$ cat config.mk
export PLATFORM = sky130hd
export DESIGN_NAME = alu_scheduler
export DESIGN_NICKNAME = d
export VERILOG_FILES = /design/src/rtl/alu_sched_pkg.sv /design/src/rtl/rr_arbiter2.sv /design/src/rtl/alu_scheduler.sv
export SDC_FILE = /design/constraint.sdc
export NUM_CORES = 1
export LEC_CHECK = 0
export ABC_AREA = 0
export BUFFER_PORTS_ARGS = -buffer_cell sky130_fd_sc_hd__buf_2
export CAP_MARGIN = 20
export CORE_ASPECT_RATIO = 2
export CORE_MARGIN = 5
export CORE_UTILIZATION = 45
export DETAILED_ROUTE_END_ITERATION = 16
export GPL_TIMING_DRIVEN = 0
export PLACE_DENSITY = 0.73
export SYNTH_ARGS = -nofsm -noshare
export SYNTH_HDL_FRONTEND = slang
export SYNTH_SLANG_ARGS = --single-unit
export TNS_END_PERCENT = 50
$ cat constraint.sdc
create_clock -name clk -period 1.7 [get_ports clk]
set_input_delay 0.17 -clock clk [delete_from_list [all_inputs] [get_ports clk]]
set_output_delay 0.17 -clock clk [all_outputs]
set_load 0.03 [all_outputs]
$ cat src/rtl/alu_sched_pkg.sv
// Shared types and helpers for the ALU scheduler: opcodes, FSM states, flag positions.
package alu_sched_pkg;

  localparam int unsigned CNT_W = 4;

  typedef enum logic [3:0] {
    OP_ADD = 4'd1,
    OP_SUB = 4'd2,
    OP_MUL = 4'd3,
    OP_DIV = 4'd4,
    OP_MOD = 4'd5,
    OP_AND = 4'd6,
    OP_OR  = 4'd7,
    OP_XOR = 4'd8
  } op_e;

  typedef enum logic [1:0] {
    IDLE,
    EXEC,
    RESP
  } state_e;

  localparam int unsigned FLAG_ZERO  = 0;
  localparam int unsigned FLAG_CARRY = 1;
  localparam int unsigned FLAG_ERR   = 2;

  function automatic logic is_legal_op(input logic [3:0] op);
    return (op >= 4'd1) && (op <= 4'd8);
  endfunction

  function automatic logic needs_divisor(input logic [3:0] op);
    return (op == OP_DIV) || (op == OP_MOD);
  endfunction

endpackage

$ cat src/rtl/rr_arbiter2.sv
// Two-way round-robin arbiter; the caller owns the last_grant register.
module rr_arbiter2 (
  input  logic [1:0] req,
  input  logic       last_grant,
  input  logic       enable,
  output logic [1:0] grant
);

  always_comb begin
    grant = 2'b00;
    if (enable) begin
      if (req == 2'b11) begin
        grant = last_grant ? 2'b01 : 2'b10;
      end else begin
        grant = req;
      end
    end
  end

endmodule

$ cat src/rtl/alu_scheduler.sv
// Arbitrates two requesters onto one external combinational ALU, holds its inputs for a
// settle window, then returns the registered result with flags over valid/ready.
module alu_scheduler #(
  parameter int unsigned WIDTH         = 4,
  parameter int unsigned SETTLE_CYCLES = 1
) (
  input  logic             clk,
  input  logic             rst,
  input  logic [1:0]       req_valid,
  output logic [1:0]       req_ready,
  input  logic [WIDTH-1:0] req0_a,
  input  logic [WIDTH-1:0] req0_b,
  input  logic [3:0]       req0_op,
  input  logic [WIDTH-1:0] req1_a,
  input  logic [WIDTH-1:0] req1_b,
  input  logic [3:0]       req1_op,
  output logic [1:0]       rsp_valid,
  input  logic [1:0]       rsp_ready,
  output logic [WIDTH-1:0] rsp_s,
  output logic [2:0]       rsp_flags,
  output logic [WIDTH-1:0] alu_a,
  output logic [WIDTH-1:0] alu_b,
  output logic [3:0]       alu_btn,
  input  logic [WIDTH-1:0] alu_s,
  input  logic             alu_cout
);
  import alu_sched_pkg::*;

  localparam logic [CNT_W-1:0] CNT_INIT = CNT_W'(SETTLE_CYCLES - 1);

  state_e           state;
  logic             last_grant;
  logic             owner;
  logic [3:0]       op_q;
  logic             err_q;
  logic [CNT_W-1:0] cnt;

  logic [1:0]       grant;
  logic             hs;
  logic [WIDTH-1:0] sel_a;
  logic [WIDTH-1:0] sel_b;
  logic [3:0]       sel_op;
  logic             sel_bad;
  logic [WIDTH-1:0] cap_s;
  logic             cap_carry;
  logic             cap_zero;

  // Gated by rst so a request presented during reset never sees a handshake.
  rr_arbiter2 u_arb (
    .req        (req_valid),
    .last_grant (last_grant),
    .enable     ((state == IDLE) && !rst),
    .grant      (grant)
  );

  always_comb begin
    req_ready = grant;
    hs        = |grant;
    sel_a     = grant[1] ? req1_a  : req0_a;
    sel_b     = grant[1] ? req1_b  : req0_b;
    sel_op    = grant[1] ? req1_op : req0_op;
    sel_bad   = !is_legal_op(sel_op) || (needs_divisor(sel_op) && (sel_b == '0));
    cap_s     = err_q ? '0 : alu_s;
    cap_carry = !err_q && ((op_q == OP_ADD) || (op_q == OP_SUB)) && alu_cout;
    // An error response reports only the err flag, never zero.
    cap_zero  = !err_q && (cap_s == '0);
  end

  always_ff @(posedge clk) begin
    if (rst) begin
      state      <= IDLE;
      last_grant <= 1'b1;
      owner      <= 1'b0;
      op_q       <= '0;
      err_q      <= 1'b0;
      cnt        <= '0;
      rsp_valid  <= 2'b00;
      rsp_s      <= '0;
      rsp_flags  <= '0;
      alu_a      <= '0;
      alu_b      <= '0;
      alu_btn    <= '0;
    end else begin
      unique case (state)
        IDLE: begin
          if (hs) begin
            alu_a      <= sel_a;
            alu_b      <= sel_b;
            alu_btn    <= sel_bad ? 4'b0000 : sel_op;
            op_q       <= sel_op;
            err_q      <= sel_bad;
            owner      <= grant[1];
            last_grant <= grant[1];
            cnt        <= CNT_INIT;
            state      <= EXEC;
          end
        end
        EXEC: begin
          if (cnt == '0) begin
            rsp_s                <= cap_s;
            rsp_flags[FLAG_ZERO]  <= cap_zero;
            rsp_flags[FLAG_CARRY] <= cap_carry;
            rsp_flags[FLAG_ERR]   <= err_q;
            rsp_valid            <= owner ? 2'b10 : 2'b01;
            alu_btn              <= 4'b0000;
            state                <= RESP;
          end else begin
            cnt <= cnt - 1'b1;
          end
        end
        RESP: begin
          if (rsp_ready[owner]) begin
            rsp_valid <= 2'b00;
            state     <= IDLE;
          end
        end
        default: state <= IDLE;
      endcase
    end
  end

endmodule

== After elaboration in Yosys (flattened, before gate mapping) ==
Cells that the tools add are included.

* Logic and storage cells: 75
* Output and inout port bits: 23
* Flip-flop bits (word level): 34

* Order comparisons: 3
* Eq/ne operators: 11
* Multiplexer cells: 23
* Reduce and logical (&&, ||, !) cells: 25
* Add/subtract/negate cells: 1

{| class="wikitable"
|+ Operator list
! kind !! number
|-
| 4-bit two-way mux || 9
|-
| 2-bit two-way mux || 8
|-
| 4-bit one-hot mux with 2 select lines || 2
|-
| 4-bit logical NOT || 3
|-
| 3-bit AND reduction || 4
|-
| 4-bit by 3-bit equality test with 1-bit output (second input constant) || 2
|-
| 2-bit inequality test (second input constant) || 4
|-
| 1-bit logical AND || 6
|-
| 2-bit one-hot mux with 3 select lines || 1
|-
| 2-bit equality test (second input constant) || 2
|-
| 4-bit by 1-bit equality test with 1-bit output (second input constant) || 1
|-
| 4-bit by 2-bit equality test with 1-bit output (second input constant) || 1
|-
| 4-bit by 1-bit greater-or-equal comparator with 1-bit output (second input constant) || 1
|-
| 4-bit <= comparator (second input constant) || 1
|-
| 2-bit one-hot mux with 2 select lines || 1
|-
| 2-bit AND reduction || 2
|-
| 2-bit nonzero test || 2
|-
| 4-bit by 1-bit subtractor with 4-bit output (second input constant) || 1
|-
| 1-bit logical NOT || 3
|-
| 1-bit logical OR || 3
|-
| 2-bit by 1-bit equality test with 1-bit output (second input constant) || 1
|-
| 2-bit logical NOT || 1
|-
| 1-bit by 2-bit less-than comparator with 1-bit output (second input constant) || 1
|-
| 1-bit two-way mux || 2
|-
| 2-bit OR reduction || 1
|}

== Depth between registers and ports, before layout ==
Gate-level depths: netlist of run 1.

* Word-level depth: 11
* Mapped depth: 7
* Gate-level depth less buffers: 6

== Hierarchy ==
A second synthesis of run 1 with hierarchy kept.

* Cells, all modules: 184
* Area total of the unflattened synthesis: 1,649.1 sq um

{| class="wikitable"
|+ Modules (own cells, without submodules)
! module !! area an instance (sq um) !! times used !! cells each !! sequential area each (sq um)
|-
| alu_scheduler || 1,627.8 || 1 || 179 || 680.7
|-
| rr_arbiter2 || 21.3 || 1 || 5 || 0.0
|}

== Worst setup path before layout of run 1 ==
OpenSTA, ideal clock, no wires.

* Path kind: register -> register
* From: register state[1]
* To: register err_q
* Arrival time: 1.649 ns
* Buffers on the path: 0
* Slack: -0.065 ns
* Clock period less this slack: 1.765 ns
* Setup time: 0.116 ns
* Cell stages (with the launch flop): 6
* Required time: 1.584 ns
* Cells stage by stage: dfxtp_1 -> nor3_4 -> nand2_2 -> inv_1 -> mux2_2 -> a31o_2

* Longest elaborated chain between the ends: 8
* Elaborated cells between the ends (all ways): 17

{| class="wikitable"
|+ RTL lines
! what !! line !! RTL
|-
| start, declared || alu_scheduler.sv:31 || <nowiki>state_e state;</nowiki>
|-
| start signal, assigned || alu_scheduler.sv:71 || <nowiki>state <= IDLE;</nowiki>
|-
| start signal, assigned || alu_scheduler.sv:95 || <nowiki>state <= EXEC;</nowiki>
|-
| start signal, assigned || alu_scheduler.sv:106 || <nowiki>state <= RESP;</nowiki>
|-
| 2-bit logical NOT * || alu_scheduler.sv:52 || <nowiki>.enable ((state == IDLE) && !rst),</nowiki>
|-
| 1-bit logical AND * || alu_scheduler.sv:52 ||
|-
| 2-bit two-way mux * || rr_arbiter2.sv:11 || <nowiki>if (enable) begin</nowiki>
|-
| named net req_ready[1] || alu_scheduler.sv:10 || <nowiki>output logic [1:0] req_ready,</nowiki>
|-
| 4-bit two-way mux || alu_scheduler.sv:61 || <nowiki>sel_op = grant[1] ? req1_op : req0_op;</nowiki>
|-
| 4-bit by 1-bit greater-or-equal comparator with 1-bit output (tied with other cells) || alu_sched_pkg.sv:28 || <nowiki>return (op >= 4'd1) && (op <= 4'd8);</nowiki>
|-
| 1-bit logical AND or 1-bit logical OR (tied branches) || alu_sched_pkg.sv:28, alu_sched_pkg.sv:32 ||
|-
| 1-bit logical NOT or 1-bit logical AND (tied branches) || alu_scheduler.sv:62 || <nowiki>sel_bad = !is_legal_op(sel_op) || (needs_divisor(sel_op) && (sel_b == '0));</nowiki>
|-
| 1-bit logical OR || alu_scheduler.sv:62 ||
|-
| end signal, assigned || alu_scheduler.sv:91 || <nowiki>err_q <= sel_bad;</nowiki>
|-
| end, declared || alu_scheduler.sv:35 || <nowiki>logic err_q;</nowiki>
|}

Mark *: on every way through the listed nets, which the timed path passes. The rest lies on a longest branch.
A chain may end at the register's enable or synchronous reset.

== Final worst setup path of run 1 ==
* From: register state[0]
* To: output req_ready[0]

* Longest elaborated chain between the ends: 3

{| class="wikitable"
|+ RTL lines
! what !! line
|-
| 2-bit logical NOT || alu_scheduler.sv:52
|-
| 1-bit logical AND || alu_scheduler.sv:52
|-
| 2-bit two-way mux || rr_arbiter2.sv:11
|-
| end, declared || alu_scheduler.sv:10
|}

No other way between the ends.

==> summary.txt, run 1 <==
Placement
  • Post-Place Cells: 306
  • DPL Wire Length: 3.541 mm
  • Dpl cell area: 2071 um2
  • Routability congestion estimate from global placement: 0.9391
  • Port bufs: 57

Floorplan
  • Boundary Pins: 58
  • Initial Util: 47.19%
  • Die height: 97.44 um
  • FP Rows: 31
  • Core area: 3646 um2
  • DIE AREA: 5234 um2
  • Die Wd: 53.72 um

GRT
  • Gr ovfl total: 0
  • First-pass GRT wire length: 7.652 mm
  • Antenna violations before repair: 0
  • Vias in the first global route: 1788
  • GRT Resource Usage Total: 19.32%
  • Pin count of the biggest net entering global routing: 13

Clock network
  • Post-CTS Hold Buffers: 0
  • Longest Clk Path Bufs: 2
  • CTS tree: yes
  • Clock root buffer: clkbuf_8
  • H-tree Lvls: 2
  • # clock sinks: 34
  • Clk_lat worst skew: 0.29 ns
  • Worst-path clk slew: 0.08 ns
  • TritonCTS Buffers: 5

Cells and area
  • Finished Layout Cells: 318
  • Final instance area: 2290 um2
  • Layout cells sized above 1: 33.09%
  • Multi-input logic area: 1003 um2
  • Register area: 685.7 um2
  • Synthesis-to-finish area growth: 33.09%
  • Number of diodes: 0
  • Fill cells: 363
  • Total Nets Final: 305

Routing
  • Via count: 1736
  • Drt drc: 0
  • WL/cell: 14.47 um
  • Drt first pass iters: 4
  • Antenna viol nets, final: 0
  • Vias per cell: 5.459
  • Final Routed Wirelength: 4.600 mm
  • 1st-iter DRT viols: 32

Worst setup path
  • Worst Path Required: 1.53 ns
  • Worst-case reg-to-reg path depth: 6
  • Worst Setup EP: req_ready[0]
  • Setup CP Type: flip-flop to output port
  • Reg2reg end: err_q
  • WP data arrival: 1.49 ns
  • Crit. End Element: output port
  • CP max FO: 10
  • CP Launch Point: state[0]
  • RR Startpoint: state[0]
  • Critical path startpoint category: flip-flop
  • R2R Setup Slk: 0.10 ns

Yosys
  • Synth Net Count: 237
  • Register bit total from synthesis: 34
  • Predominant post-synthesis flop cell: dfxtp_1
  • Async S/R FF share, synth: 0%
  • Syn Inst Count: 200
  • Sequential cell area fraction in the yosys report: 39.56%
  • Syn Std Cell Area: 1720 um2
  • Number of synthesized flops with an enable pin: 0
  • Mean post-synth cell area: 8.602 um2
  • Distinct cell type count after synthesis: 46
  • Yosys warnings: 0

Timing
  • RSZ-0062 raised after global routing: yes
  • Clk_skew: 0.008289 ns
  • Worst slew pin tran: 0.5557 ns
  • Slew HR: 62.71%
  • Final setup vio count: 0
  • Final hold viol count: 0
  • Max Freq: 0.6021 GHz
  • Slew Limit Fails: 0
  • Fin crit period: 1.661 ns
  • Tcrit/Tclk final: 97.70%

Status
  • Status: finished clean

Pwr
  • Pleak: 0.9792 nW
  • Maximum vdd drop: 0.6814 mV
  • PD cells: 1032 nW/um2
  • Total power: 2.363 mW

Hold path
  • Hold crit path type: primary input to flip-flop

Job
  • Max-cap check violation count: 0
==> power by group <==
group          internal [mW]  total (mW)  leakage (nW)  switching, mW
sequential             0.864       0.917         0.279         0.0529
combinational          0.226       0.536         0.632          0.310
clock                  0.588       0.910        0.0683          0.322
==> synth_stat cells (2+ instances only) <==
| cell type | instances | share of area (%) |
|---|---|---|
| o21ai_0 | 5 | 1.5 |
| mux2i_1 | 11 | 6.4 |
| nand3b_1 | 5 | 2.2 |
| or3_1 | 3 | 1.1 |
| mux2_2 | 2 | 1.3 |
| and4_1 | 2 | 1.0 |
| nand3_1 | 8 | 2.3 |
| nor4b_1 | 3 | 1.5 |
| a31o_2 | 2 | 1.0 |
| inv_1 | 6 | 1.3 |
| dfxtp_1 | 34 | 40 |
| a21oi_1 | 21 | 6.1 |
| a211oi_1 | 11 | 4.8 |
| nand2b_1 | 5 | 1.8 |
| nor3_1 | 2 | 0.58 |
| ha_1 | 2 | 1.5 |
| or4_1 | 2 | 0.87 |
| o21a_1 | 2 | 0.87 |
| nor2_1 | 23 | 5.0 |
| nand2_1 | 18 | 3.9 |
| clkbuf_1 | 6 | 1.3 |
| and3_1 | 3 | 1.1 |
==> through the flow <==
step	setup TNS [ns]	hold slack, ns	util [%]	worst slack (ns)
floorplan	0	0.3290	-	0.03506
global placement	-1.010	0.4351	56.79	-0.1394
detailed placement	-1.344	0.4424	56.79	-0.1881
CTS	-0.3799	0.1408	61.32	-0.06422
global route	-0.02456	0.1530	62.80	-0.01706
finish	0	0.1468	62.80	0.03904
==> timing repair <==
item                                    4_1_cts  5_1_grt
buffers inserted                              2        2
pin swaps                                     1        2
resized for setup                             6        9
endpoints found under the setup margin       15       22
==> per-layer routing <==
| metal | up-vias | GRT usage, % | part of all wire (%) |
|---|---|---|---|
| met5 | - | 0 | 0 |
| met4 | 0 | 11.42 | 2.9 |
| met3 | 10 | 3.687 | 4.0 |
| met2 | 47 | 34.49 | 56 |
| met1 | 810 | 18.91 | 37 |
| li1 | 869 | - | - |
==> worst min-delay path by stage <==
| stage | start | endpoint | cells after the start |
|---|---|---|---|
| detailed placement | rsp_s[0] | rsp_s[0] | 2 |
| CTS | alu_s[1] | rsp_s[1] | 3 |
| global route | alu_s[1] | rsp_s[1] | 3 |
| global placement | rsp_s[2] | rsp_s[2] | 2 |
| finish | alu_s[1] | rsp_s[1] | 3 |
| floorplan | req1_op[3] | op_q[3] | 2 |
==> cell families (layout without fill, tap and decap cells) <==
family	after synthesis	in the layout	share of synthesized area [%]
buf+inv	14	83	4.436
mux	13	13	7.709
flops	34	34	39.56
compound gates	54	54	20.80
xor+xnor	1	1	0.5092
simple gates	82	82	25.53
fa+ha+maj	2	2	1.454
==> cell type report <==
cell class	instances	share of cell area, %
Tap cell	49	2.678
Sequential cell	34	29.95
Buffer	8	2.514
Clock inverter	3	3.005
Inverter	6	1.148
Multi-Input combinational cell	152	43.82
Timing Repair Buffer	61	13.88
Clock buffer	5	3.005
==> state kept, by name, indices dropped and copies added, names as in the netlist <==
register / count
state: 2
alu_b: 4
rsp_valid: 2
last_grant: 1
op_q: 4
alu_btn: 4
cnt: 4
rsp_s: 4
rsp_flags: 3
err_q: 1
owner: 1
alu_a: 4
==> critical path: stages (launching register included) <==
cell,delay [ns]
dfxtp_4,0.37
nor3_4,0.19
and3_1,0.21
buf_6,0.13
buf_12,0.14
buf_4,0.16
==> cell usage in the layout (no fill, tap or decap), types with 3 or more instances in the layout <==
cell type and count:
inv_1 5, or3_1 3, buf_2 56, a21oi_1 21
clkbuf_8 5, nor2_1 22, nand2_1 18, nand2b_1 5
and3_1 3, nor4b_1 3, buf_4 5, o21ai_0 5
mux2i_1 11, nand3b_1 5, a211oi_1 11, clkbuf_1 5
dfxtp_1 32, nand3_1 8
Power figures use the tool's default switching activity.
==> inputs of run 2 (changes only) <==
--- a/config.mk
+++ b/config.mk
@@ -10,10 +10,11 @@
 export CAP_MARGIN = 20
 export CORE_ASPECT_RATIO = 2
 export CORE_MARGIN = 5
-export CORE_UTILIZATION = 45
+export CORE_UTILIZATION = 50
+export CTS_CLUSTER_DIAMETER = 60
 export DETAILED_ROUTE_END_ITERATION = 16
 export GPL_TIMING_DRIVEN = 0
-export PLACE_DENSITY = 0.73
+export PLACE_DENSITY = 0.77
 export SYNTH_ARGS = -nofsm -noshare
 export SYNTH_HDL_FRONTEND = slang
 export SYNTH_SLANG_ARGS = --single-unit
==> constraint.sdc (replaced) <==
create_clock -name clk -period 1.82 [get_ports clk]
set_input_delay 0.182 -clock clk [delete_from_list [all_inputs] [get_ports clk]]
set_output_delay 0.182 -clock clk [all_outputs]
set_load 0.03 [all_outputs]
==> summary.txt, run 2 (same netlist as run 1, synthesis figures left out) <==
Cells and area
  • Most common cell after layout, fill and taps aside: buf_2
  • Layout cells sized above 1: 31.20%
  • Number of diodes: 0
  • Synthesis-to-finish area growth: 25.82%
  • Fill cells: 330
  • Final instance area: 2165 um2
  • Most frequent cells in the layout: 56 x buf_2, 33 x dfxtp_1, 22 x nor2_1
  • Total Nets Final: 302
  • Finished Layout Cells: 298

Floorplan
  • Die Wd: 51.48 um
  • Core area: 3378 um2
  • Initial Util: 50.93%
  • Boundary Pins: 58
  • DIE AREA: 4785 um2
  • Die height: 92.96 um
  • FP Rows: 30

Worst setup path
  • Slowest CP cell: or3b_2
  • Critical path's top delay family: simple AND/OR/NAND/NOR gates
  • CP peak stage delay: 0.51 ns
  • CP Cell Sequence: inv_1 > ha_1 > or3b_2 > nor2_2 > nand3b_1 > a21oi_1
  • Setup CP Type: flip-flop to flip-flop
  • Crit. End Element: flip-flop
  • Worst Path Required: 2.04 ns
  • CP max FO: 8
  • RR Startpoint: cnt[0]
  • CP Launch Point: cnt[0]
  • WP data arrival: 1.98 ns
  • Critical path buffers and inverters: 1
  • Critical path startpoint category: flip-flop

Timing
  • Slew HR: 65.11%
  • Final setup vio count: 0
  • Final hold viol count: 0
  • Slew Limit Fails: 0
  • Clk_skew: 0.004938 ns
  • RSZ-0062 raised after global routing: yes
  • Tcrit/Tclk final: 96.65%
  • Max Freq: 0.5685 GHz
  • Fin crit period: 1.759 ns
  • Setup tns final: 0 ns
  • Worst slew pin tran: 0.5198 ns

Clock network
  • Longest Clk Path Bufs: 2
  • H-tree Lvls: 2
  • # clock sinks: 34
  • TritonCTS Buffers: 5
  • Clk_lat worst skew: 0.29 ns
  • CTS tree: yes
  • Post-CTS Hold Buffers: 0
  • Clock root buffer: clkbuf_8
  • Worst-path clk slew: 0.07 ns

Pwr
  • Total power: 1.915 mW
  • Pleak: 0.9332 nW
  • PD cells: 884.7 nW/um2
  • Maximum vdd drop: 0.5771 mV

Placement
  • DPL Wire Length: 3.479 mm
  • Port bufs: 57
  • Post-Place Cells: 289
  • Dpl cell area: 2046 um2
  • Routability congestion estimate from global placement: 0.9378

Status
  • Status: finished clean

Routing
  • WL/cell: 15.06 um
  • 1st-iter DRT viols: 20
  • Via count: 1703
  • Vias per cell: 5.715
  • Antenna viol nets, final: 0
  • Final Routed Wirelength: 4.487 mm
  • Drt drc: 0
  • Drt first pass iters: 4

GRT
  • Antenna violations before repair: 0
  • First-pass GRT wire length: 7.307 mm
  • Gr ovfl total: 0
  • Vias in the first global route: 1662
  • Pin count of the biggest net entering global routing: 12
  • GRT Resource Usage Total: 19.90%

Job
  • Max-cap check violation count: 0

Hold path
  • Hold_sp: alu_s[2]
  • Hold crit path type: primary input to flip-flop
## run 2: per-layer routing
layer | share of wire (%) | track usage, %
met5 | 0 | 0
met4 | 3.4 | 10.72
met3 | 5.7 | 4.026
met2 | 54 | 35.85
met1 | 37 | 20.52
## run 2: worst reg2reg max path, delay by kind of cell (launching register included)
| kind | cells | cell delay (ns) |
|---|---|---|
| fa+ha+maj | 1 | 0.16 |
| buf+inv | 1 | 0.10 |
| compound gates | 1 | 0.15 |
| flops | 1 | 0.34 |
| simple gates | 3 | 0.95 |
## run 2: path summary, 6_finish.rpt
check | to | slack, ns | cells after the start
worst max-delay path | rsp_s[0] | 0.06 | 6
worst max register to register | rsp_s[0] | 0.06 | 6
worst min register to register | rsp_s[2] | 0.45 | 2
worst min-delay path | rsp_s[2] | 0.17 | 3
## run 2: area by class of cell
type | instances | area (um2) | area share (%)
multi-input cells | 152 | 974.7 | 45.03
well taps | 32 | 40.04 | 1.850
inverters | 6 | 22.52 | 1.040
repair buffers | 58 | 295.3 | 13.64
clock buffers | 6 | 82.58 | 3.815
clock inverters | 2 | 12.51 | 0.5780
flip-flops and latches | 34 | 681.9 | 31.50
plain buffers | 8 | 55.05 | 2.543
## run 2: timing repair
item / in CTS / in global routing
resized for setup: 1 / 7
pin swaps: 1 / 1
setup endpoints to repair: 9 / 13
hold endpoints to repair: 0 / 0
buffers inserted: 1 / 0
## run 2: stage by stage
| stage | setup WS, ns | utilization [%] | hold slack, ns |
|---|---|---|---|
| CTS | 0.01613 | 63.67 | 0.1650 |
| finish | 0.06105 | 64.07 | 0.1675 |
| global route | -0.04208 | 64.07 | 0.1738 |
| detailed placement | -0.05964 | 60.56 | 0.4402 |
| floorplan | 0.05470 | - | 0.3410 |
| global placement | -0.02811 | 60.56 | 0.4343 |
## run 2: report_power, final
| group | internal [mW] | switching [mW] | total, mW | leakage [nW] |
|---|---|---|---|---|
| Combinational | 0.192 | 0.278 | 0.470 | 0.607 |
| Sequential | 0.807 | 0.0480 | 0.855 | 0.279 |
| Clock | 0.304 | 0.285 | 0.589 | 0.0472 |
==> inputs of run 3 (changes only) <==
--- a/config.mk
+++ b/config.mk
@@ -5,7 +5,7 @@
 export SDC_FILE = /design/constraint.sdc
 export NUM_CORES = 1
 export LEC_CHECK = 0
-export ABC_AREA = 0
+export ABC_AREA = 1
 export BUFFER_PORTS_ARGS = -buffer_cell sky130_fd_sc_hd__buf_2
 export CAP_MARGIN = 20
 export CORE_ASPECT_RATIO = 2
==> summary.txt, run 3 <==
GRT
  • Global-route track usage on met1: 18.33%
  • Gr ovfl total: 0
  • Pin count of the biggest net entering global routing: 11
  • First-pass GRT wire length: 7.238 mm
  • GR Util met3: 4.134%
  • Vias in the first global route: 1712
  • M2 GR Usage: 36.34%
  • Antenna violations before repair: 0
  • GRT Resource Usage Total: 19.23%
  • Top Usage Layer GRT: met2

Clock network
  • TritonCTS Buffers: 5
  • H-tree Lvls: 2
  • CTS tree: yes
  • Resize count post-CTS: 0
  • Clk_lat worst skew: 0.28 ns
  • Post-CTS Hold Buffers: 0
  • Worst-path clk slew: 0.07 ns
  • Post-CTS Setup Inserts: 0
  • Longest Clk Path Bufs: 2
  • # clock sinks: 34
  • Clock root buffer: clkbuf_8

Routing
  • Via count: 1753
  • Antenna viol nets, final: 0
  • WL/cell: 12.55 um
  • Drt drc: 0
  • Vias per cell: 5.202
  • Drt first pass iters: 4
  • 1st-iter DRT viols: 33
  • Final Routed Wirelength: 4.231 mm

Hold path
  • Hold depth: 3
  • Hold crit path type: primary input to flip-flop

Timing
  • Tcrit/Tclk final: 86.47%
  • Final hold viol count: 0
  • Slew Limit Fails: 0
  • Worst slew pin tran: 0.5143 ns
  • Max Freq: 0.6354 GHz
  • Final setup vio count: 0
  • Clk_skew: 0.004887 ns
  • Fin crit period: 1.574 ns
  • RSZ-0062 raised after global routing: no
  • Hold WS: 0.1644 ns
  • Slew HR: 65.72%
  • Setup tns final: 0 ns

Worst setup path
  • Worst Setup EP: err_q
  • Critical path startpoint category: flip-flop
  • Crit. End Element: flip-flop
  • RR Startpoint: state[1]
  • Setup CP Type: flip-flop to flip-flop
  • Worst Path Required: 1.99 ns
  • CP Launch Point: state[1]
  • R2R Setup Slk: 0.25 ns
  • CP max FO: 10
  • WP data arrival: 1.75 ns
  • Reg2reg end: err_q
  • Worst-case reg-to-reg path depth: 13

Cells and area
  • Finished Layout Cells: 337
  • Layout cells sized above 1: 32.46%
  • Synthesis-to-finish area growth: 24.57%
  • Most frequent cells in the layout: 58 x buf_2, 45 x nand2_1, 34 x dfxtp_1
  • Total Nets Final: 341
  • Final instance area: 2188 um2
  • Number of diodes: 0
  • Most common cell after layout, fill and taps aside: buf_2
  • Util after Layout: 64.78%

Yosys
  • Yosys warnings: 0
  • Number of synthesized flops with an enable pin: 0
  • Syn Std Cell Area: 1757 um2
  • Synth Net Count: 277
  • Predominant post-synthesis flop cell: dfxtp_1
  • Most common cell in the netlist: nand2_1
  • Register bit total from synthesis: 34
  • Distinct cell type count after synthesis: 31
  • Mean post-synth cell area: 7.320 um2
  • Synth area leaders: dfxtp_1 39%, nand2_1 9.6%, inv_1 5.8%
  • Area share of the largest cell type after synthesis: 38.75%
  • Yosys top cell by area: dfxtp_1
  • Synth top cells by count: 45 x nand2_1, 34 x dfxtp_1, 27 x inv_1, 27 x nor2_1, 19 x a21oi_1
  • Sequential cell area fraction in the yosys report: 38.75%
  • Syn Inst Count: 240
  • Async S/R FF share, synth: 0%

Floorplan
  • DIE AREA: 4870 um2
  • Boundary Pins: 58
  • Initial Util: 52.00%
  • Core area: 3378 um2
  • Die height: 93.83 um
  • Die Wd: 51.91 um
  • FP Rows: 30

Pwr
  • Maximum vdd drop: 0.6478 mV
  • PD cells: 1010 nW/um2
  • Pleak: 1.139 nW

Job
  • Max-cap check violation count: 0

Placement
  • DPL Wire Length: 3.393 mm
  • Post-Place Cells: 329
  • Routability congestion estimate from global placement: 0.7819
  • Dpl cell area: 2082 um2
  • Port bufs: 57

Status
  • Status: finished clean
## run 3: worst min path at each step
stage / from / to
6_report: req0_a[0] / alu_a[0]
5_1_grt: req1_a[0] / alu_a[0]
3_3_place_gp: op_q[3] / op_q[3]
3_5_place_dp: alu_btn[3] / alu_btn[3]
2_1_floorplan: alu_s[3] / rsp_s[3]
4_1_cts: req1_a[0] / alu_a[0]
## run 3: final cells by class
type / count / area [um2]
Clock inverter: 1 / 30.03
Clock buffer: 7 / 76.32
Sequential cell: 34 / 680.7
Buffer: 8 / 70.07
Tap cell: 32 / 40.04
Multi-Input combinational cell: 166 / 885.9
Inverter: 32 / 120.1
Timing Repair Buffer: 57 / 285.3
Fill cell: 331 / 1190
## run 3: critical path: stages, from the launching register on
cell      delay, ns
dfxtp_1        0.35
inv_1          0.08
nand2_1        0.07
nor2_2         0.14
nand2_2        0.11
buf_6          0.16
nand2_2        0.06
nand2_2        0.05
nand2_2        0.06
nor2_2         0.04
nand2_2        0.09
nand3_1        0.08
o21bai_1       0.13
inv_1          0.05
## run 3: layer usage
layer | vias to the layer above | wire (um)
met5 | - | 0
met4 | 0 | 113
met3 | 12 | 177
met2 | 39 | 2398
met1 | 802 | 1542
li1 | 900 | -
## run 3: kinds of logic (layout without fill, tap and decap cells)
group	Yosys count	after routing	synth area share, %
AOI/OAI and AO/OA	48	48	16.38
xor gates and xnor gates	1	1	0.4987
adders and majority gates	2	2	1.424
buffers and inverters	40	105	10.83
DFF	34	34	38.75
and+or+nand+nor	115	115	32.12
## run 3: where the power goes
part           switching, mW  internal, mW  total, mW
Sequential            0.0529         0.835      0.888
Combinational          0.430         0.226      0.656
Clock                  0.258         0.410      0.667
## run 3: per-stage QoR
| stage | power [mW] | setup slack, ns |
|---|---|---|
| 4_1_cts | 2.234 | 0.2458 |
| 3_5_place_dp | 1.562 | 0.2690 |
| 2_1_floorplan | 1.379 | 0.4110 |
| 6_report | 2.211 | 0.2462 |
| 3_3_place_gp | 1.548 | 0.2809 |
| 5_1_grt | 2.347 | 0.04204 |
